--- src/rtl/subleq_pkg.sv ---
// Shared definitions for the SUBLEQ machine: bus width defaults,
// RAM arbiter state encoding and requester/owner encoding.
package subleq_pkg;

  localparam int ADDR_W_DEF = 8;
  localparam int DATA_W_DEF = 8;

  typedef enum logic [1:0] {
    ARB_IDLE = 2'd0,
    ARB_ACC  = 2'd1,
    ARB_ACK  = 2'd2
  } arb_state_e;

  localparam logic OWN_CORE = 1'b0;
  localparam logic OWN_LDR  = 1'b1;

endpackage

--- src/rtl/rr_pick2.sv ---
// Combinational two-way round-robin picker.
// eligible[0] is the core, eligible[1] is the loader; on a tie the
// requester that did not win last time is chosen.
module rr_pick2
  import subleq_pkg::*;
(
  input  logic [1:0] eligible,
  input  logic       last_grant,
  output logic       winner,
  output logic       valid
);

  // Pick the single eligible requester, or alternate against last_grant on a tie.
  always_comb begin
    valid  = |eligible;
    winner = OWN_CORE;
    if (eligible == 2'b11) begin
      winner = ~last_grant;
    end else if (eligible[1]) begin
      winner = OWN_LDR;
    end
  end

endmodule

--- src/rtl/ram_arbiter.sv ---
// Shares the SUBLEQ RAM between the core control unit and the loader/debug
// port. One access at a time: grant, hold ram_ena for ACC_CYC cycles,
// capture read data into the owner's register, then pulse the owner's ack.
module ram_arbiter
  import subleq_pkg::*;
#(
  parameter int ADDR_W  = ADDR_W_DEF,
  parameter int DATA_W  = DATA_W_DEF,
  parameter int ACC_CYC = 1
) (
  input  logic              clk,
  input  logic              res,
  input  logic              c_req,
  input  logic              c_we,
  input  logic [ADDR_W-1:0] c_adr,
  input  logic [DATA_W-1:0] c_wdat,
  output logic              c_ack,
  output logic [DATA_W-1:0] c_rdat,
  input  logic              l_req,
  input  logic              l_we,
  input  logic [ADDR_W-1:0] l_adr,
  input  logic [DATA_W-1:0] l_wdat,
  output logic              l_ack,
  output logic [DATA_W-1:0] l_rdat,
  input  logic              l_lock,
  output logic              core_hold,
  output logic              ram_ena,
  output logic              ram_we,
  output logic [ADDR_W-1:0] ram_adr,
  output logic [DATA_W-1:0] ram_wdat,
  input  logic [DATA_W-1:0] ram_rdat,
  output logic              busy,
  output logic              owner
);

  // The counter only ever holds ACC_CYC-1 down to 0.
  localparam int CNT_W = (ACC_CYC > 1) ? $clog2(ACC_CYC) : 1;
  localparam logic [CNT_W-1:0] CNT_LOAD = CNT_W'(ACC_CYC - 1);

  arb_state_e        state_q, state_d;
  logic [CNT_W-1:0]  cnt_q, cnt_d;
  logic              owner_q, owner_d;
  logic              last_grant_q, last_grant_d;
  logic              we_q, we_d;
  logic [ADDR_W-1:0] adr_q, adr_d;
  logic [DATA_W-1:0] wdat_q, wdat_d;
  logic [DATA_W-1:0] c_rdat_q, c_rdat_d;
  logic [DATA_W-1:0] l_rdat_q, l_rdat_d;
  logic              core_hold_q, core_hold_d;

  logic [1:0]        eligible;
  logic              pick_winner;
  logic              pick_valid;

  // The core is locked out while the registered copy of l_lock is high.
  assign eligible = {l_req, c_req & ~core_hold_q};

  rr_pick2 u_pick (
    .eligible   (eligible),
    .last_grant (last_grant_q),
    .winner     (pick_winner),
    .valid      (pick_valid)
  );

  // Next-state logic: grant in IDLE, count down in ACC, hand back in ACK.
  always_comb begin
    state_d      = state_q;
    cnt_d        = cnt_q;
    owner_d      = owner_q;
    last_grant_d = last_grant_q;
    we_d         = we_q;
    adr_d        = adr_q;
    wdat_d       = wdat_q;
    c_rdat_d     = c_rdat_q;
    l_rdat_d     = l_rdat_q;
    core_hold_d  = l_lock;

    case (state_q)
      ARB_IDLE: begin
        if (pick_valid) begin
          owner_d = pick_winner;
          cnt_d   = CNT_LOAD;
          state_d = ARB_ACC;
          if (pick_winner == OWN_LDR) begin
            we_d   = l_we;
            adr_d  = l_adr;
            wdat_d = l_wdat;
          end else begin
            we_d   = c_we;
            adr_d  = c_adr;
            wdat_d = c_wdat;
          end
        end
      end
      ARB_ACC: begin
        if (cnt_q == '0) begin
          state_d = ARB_ACK;
          if (!we_q) begin
            if (owner_q == OWN_LDR) begin
              l_rdat_d = ram_rdat;
            end else begin
              c_rdat_d = ram_rdat;
            end
          end
        end else begin
          cnt_d = cnt_q - CNT_W'(1);
        end
      end
      ARB_ACK: begin
        last_grant_d = owner_q;
        state_d      = ARB_IDLE;
      end
      default: begin
        state_d = ARB_IDLE;
      end
    endcase
  end

  // State and data registers; reset drops any in-flight access silently.
  always_ff @(posedge clk or negedge res) begin
    if (!res) begin
      state_q      <= ARB_IDLE;
      cnt_q        <= '0;
      owner_q      <= OWN_CORE;
      last_grant_q <= OWN_LDR;
      we_q         <= 1'b0;
      adr_q        <= '0;
      wdat_q       <= '0;
      c_rdat_q     <= '0;
      l_rdat_q     <= '0;
      core_hold_q  <= 1'b0;
    end else begin
      state_q      <= state_d;
      cnt_q        <= cnt_d;
      owner_q      <= owner_d;
      last_grant_q <= last_grant_d;
      we_q         <= we_d;
      adr_q        <= adr_d;
      wdat_q       <= wdat_d;
      c_rdat_q     <= c_rdat_d;
      l_rdat_q     <= l_rdat_d;
      core_hold_q  <= core_hold_d;
    end
  end

  assign busy      = (state_q != ARB_IDLE);
  assign owner     = owner_q;
  assign core_hold = core_hold_q;
  assign c_rdat    = c_rdat_q;
  assign l_rdat    = l_rdat_q;
  assign c_ack     = (state_q == ARB_ACK) && (owner_q == OWN_CORE);
  assign l_ack     = (state_q == ARB_ACK) && (owner_q == OWN_LDR);
  assign ram_ena   = (state_q == ARB_ACC);
  assign ram_we    = (state_q == ARB_ACC) && we_q;
  assign ram_adr   = adr_q;
  assign ram_wdat  = wdat_q;

endmodule
--- config.mk ---
export PLATFORM = sky130hd
export DESIGN_NAME = ram_arbiter
export DESIGN_NICKNAME = d
export VERILOG_FILES = /design/src/rtl/subleq_pkg.sv /design/src/rtl/rr_pick2.sv /design/src/rtl/ram_arbiter.sv
export SDC_FILE = /design/constraint.sdc
export NUM_CORES = 1
export LEC_CHECK = 0
export ABC_AREA = 1
export BUFFER_PORTS_ARGS = -buffer_cell sky130_fd_sc_hd__clkbuf_2
export CAP_MARGIN = 10
export CELL_PAD_IN_SITES_DETAIL_PLACEMENT = 1
export CELL_PAD_IN_SITES_GLOBAL_PLACEMENT = 1
export CORE_ASPECT_RATIO = 1.1
export CORE_MARGIN = 3
export CORE_UTILIZATION = 32
export DETAILED_ROUTE_END_ITERATION = 10
export PLACE_DENSITY = 0.79
export SLEW_MARGIN = 40
export SYNTH_ARGS = -nofsm -noshare
export SYNTH_HDL_FRONTEND = slang
export SYNTH_SLANG_ARGS = --single-unit
--- constraint.sdc ---
create_clock -name clk -period 1.5 [get_ports clk]
set_clock_uncertainty 0.15 [all_clocks]
set_input_delay 0.225 -clock clk [delete_from_list [all_inputs] [get_ports clk]]
set_output_delay 0.225 -clock clk [all_outputs]
set_load 0.03 [all_outputs]
==> summary.txt <==
Place
  • Placer's final routability congestion estimate: 0.754
  • Pre-CTS WS: 0.0574 ns
  • Placed Instances: 391
  • PortBufs: 85
  • Final HPWL DP: 3970 microns

Layout
  • Most frequent cells in the layout: 80 x clkbuf_2, 71 x nand2_1, 44 x inv_1, 35 x dfrtp_1, 31 x nand3_1
  • Register Area: 955 sq um
  • Share of post-route cells with drive strength above 1: 39.0%
  • Ant. Diodes: 0
  • Nets@finish: 377
  • FILL cells: 706
  • Multi-input gate area: 681 sq um
  • Area growth syn-to-layout: 44.4%
  • Most common library cell in the layout ignoring fill and taps: clkbuf_2
  • Post-Layout Cell Count: 406

Timing
  • Worst-Margin Slew: 0.316 ns
  • Hold Violations, Final: 0
  • # setup viols final: 1
  • Crit share post-route: 101%
  • RSZ-0062 raised after global routing: true
  • Final Slew Violations: 0
  • Slew HR: 78.9%
  • Fmax achieved: 662 MHz
  • Final Critical Period: 1.51 ns
  • Setup WS post-layout: -0.00997 ns

Floorplanning
  • FP Rows: 28
  • Ports: 86
  • Die area: 6720 sq um
  • Die span in x: 78.4 microns
  • Initial Util: 33.8%
  • Core ar.: 5470 sq um
  • Die Y: 85.7 microns

Power and ir drop
  • Cell Int Power: 0.00324 W
  • Share of power burned in registers: 31.2%
  • Net Switching: 0.00274 W
  • Overall power: 0.00598 W
  • Leakage power: 1.57 nW
  • Worst vdd ir: 0.000730 V
  • Clock power share: 17.4%
  • Logic gate share of total power: 51.4%
  • Power density over cell area: 2240 nW/um^2
  • Sw Share: 45.8%

Synth
  • Synthesized cell area: 1850 sq um
  • Yosys cell types: 18
  • Cell taking the most area after synthesis: dfrtp_1
  • Avg Cell Area, Syn: 8.03 sq um
  • Synth warn: 0
  • Mapped Nets: 277
  • Seq cells post-synth: 38
  • Synth area leaders: dfrtp_1 50%, nand2_1 15%, inv_1 9.1%
  • Sequential fraction of the synthesis area: 51.6%
  • Yosys top cell area share: 50.1%
  • Post-Synthesis Cells: 230

Drt
  • Via count: 1791
  • DRC violations left: 0
  • TritonRoute pass-1 iters: 4
  • DR vias/cell: 4.41
  • Initial drt markers: 35
  • Drt total wl: 5040 microns
  • WL per Instance: 12.4 microns
  • Routed Antenna Nets: 0

Critical path
  • Critical path arrival: 1.13 ns
  • Reg2reg start: state_q[1]
  • Critical Path Fanout Max: 5
  • Crit. End Element: output port
  • CP startpoint: state_q[0]
  • Startpoint Class: flip-flop
  • CP Data Required Time: 1.12 ns
  • Crit path kind: flip-flop to output port

CTS
  • CTS clk-pin slew, worst paths: 0.08 ns
  • Cts bufs inserted: 5
  • Worst-skew pair later-pin latency: 0.29 ns
  • Root Buffer: clkbuf_8
  • CTS tree: built
  • Longest Clk Path Bufs: 2
  • Clk sinks: 38
  • Htree depth: 2

Min path
  • Hold Path Class: input port to flip-flop
  • Worst hold start: ram_rdat[5]

GRT
  • GRT Overall Usage: 16.2%
  • GRT overflow: 0
  • Largest net degree at the start of global routing: 19
  • Vias in the first global route: 1908
  • Initial antenna violation count: 0
  • First-pass GRT wire length: 8760 microns

Run
  • Max-cap violations: 0

Outcome
  • Result of the run: complete, but fails checks
  • Failing checks: setup timing
[final timing paths]
kind | to | slack, ns | cells past startpoint
max | c_ack | -0.01 | 4
min | c_rdat[5] | 0.02 | 3
max reg2reg | l_rdat[0] | 0.08 | 4
min reg2reg | ram_adr[6] | 0.34 | 2
max in group asynchronous | last_grant_q | 0.52 | 3
min in group asynchronous | l_rdat[3] | 0.18 | 2
[worst max-delay path: stages, from the launching register on]
cell and delay (ns):
dfrtp_1 0.40, inv_4 0.12, nand2_4 0.08, nor2_2 0.09, clkbuf_8 0.16
[flip-flops by register name, indices dropped and copies added, names as in the netlist]
signal,flops
last_grant_q,1
c_rdat,8
core_hold,1
we_q,1
state_q,2
ram_adr,8
owner,1
l_rdat,8
ram_wdat,8
[metrics by stage]
| stage | util [%] | instance area [sq um] | TNS [ns] | hold WS [ns] |
|---|---|---|---|---|
| after detailed placement | 43.6 | 2380 | 0 | -0.0532 |
| after global routing | 48.8 | 2670 | -0.449 | 0.0307 |
| after CTS | 48.2 | 2640 | -0.131 | 0.0174 |
| final | 48.8 | 2670 | -0.00997 | 0.0220 |
| after floorplan | - | 1850 | 0 | -0.221 |
| after global placement | 43.6 | 2380 | 0 | -0.0602 |
[layer usage]
layer	GRT usage, %	routed length (microns)	vias to the layer above
met2	27.3	2580	49
met1	20.8	2150	837
met3	3.47	222	8
li1	-	-	897
met4	5.09	91	0
met5	0	0	-
[layout make-up]
| cell class | count | area share, % |
|---|---|---|
| Tap cell | 75 | 3.52 |
| Timing Repair Buffer | 101 | 23.1 |
| Inverter | 48 | 6.85 |
| Clock buffer | 5 | 2.58 |
| Sequential cell | 38 | 35.8 |
| Clock inverter | 3 | 2.58 |
| Multi-Input combinational cell | 136 | 25.5 |
[cells by family (layout without fill, tap and decap cells)]
kind of cell | count (synthesis) | count (layout) | share of synthesized area [%]
simple gates | 117 | 117 | 29.3
flops | 38 | 38 | 51.6
buf+inv | 56 | 157 | 13.4
compound gates | 19 | 19 | 5.76
[Yosys cell counts, drive strengths merged]
master   n
nand2   74
inv     48
nand3   38
dfrtp   37
o21ai   18
buf      8
nor2     4
a21oi    1
dfstp    1
nor3     1
[power groups by stage]
stage               clock network [W]  registers [W]  logic (W)
detailed placement                  0        0.00186    0.00285
global placement                    0        0.00185    0.00277
finish                        0.00104        0.00186    0.00307
CTS                           0.00107        0.00187    0.00305
floorplan                           0        0.00271    0.00107
global route                  0.00111        0.00194    0.00336
[repair_timing]
| action | in CTS | in global routing |
|---|---|---|
| endpoints found under the setup margin | 5 | 37 |
| resized for setup | 19 | 6 |
| setup buffers | 3 | 2 |
| endpoints found under the hold margin | 38 | 0 |
| hold buffers | 2 | 0 |
| pin swaps | 3 | 3 |
No activity file was read; power rests on OpenSTA's default activity.
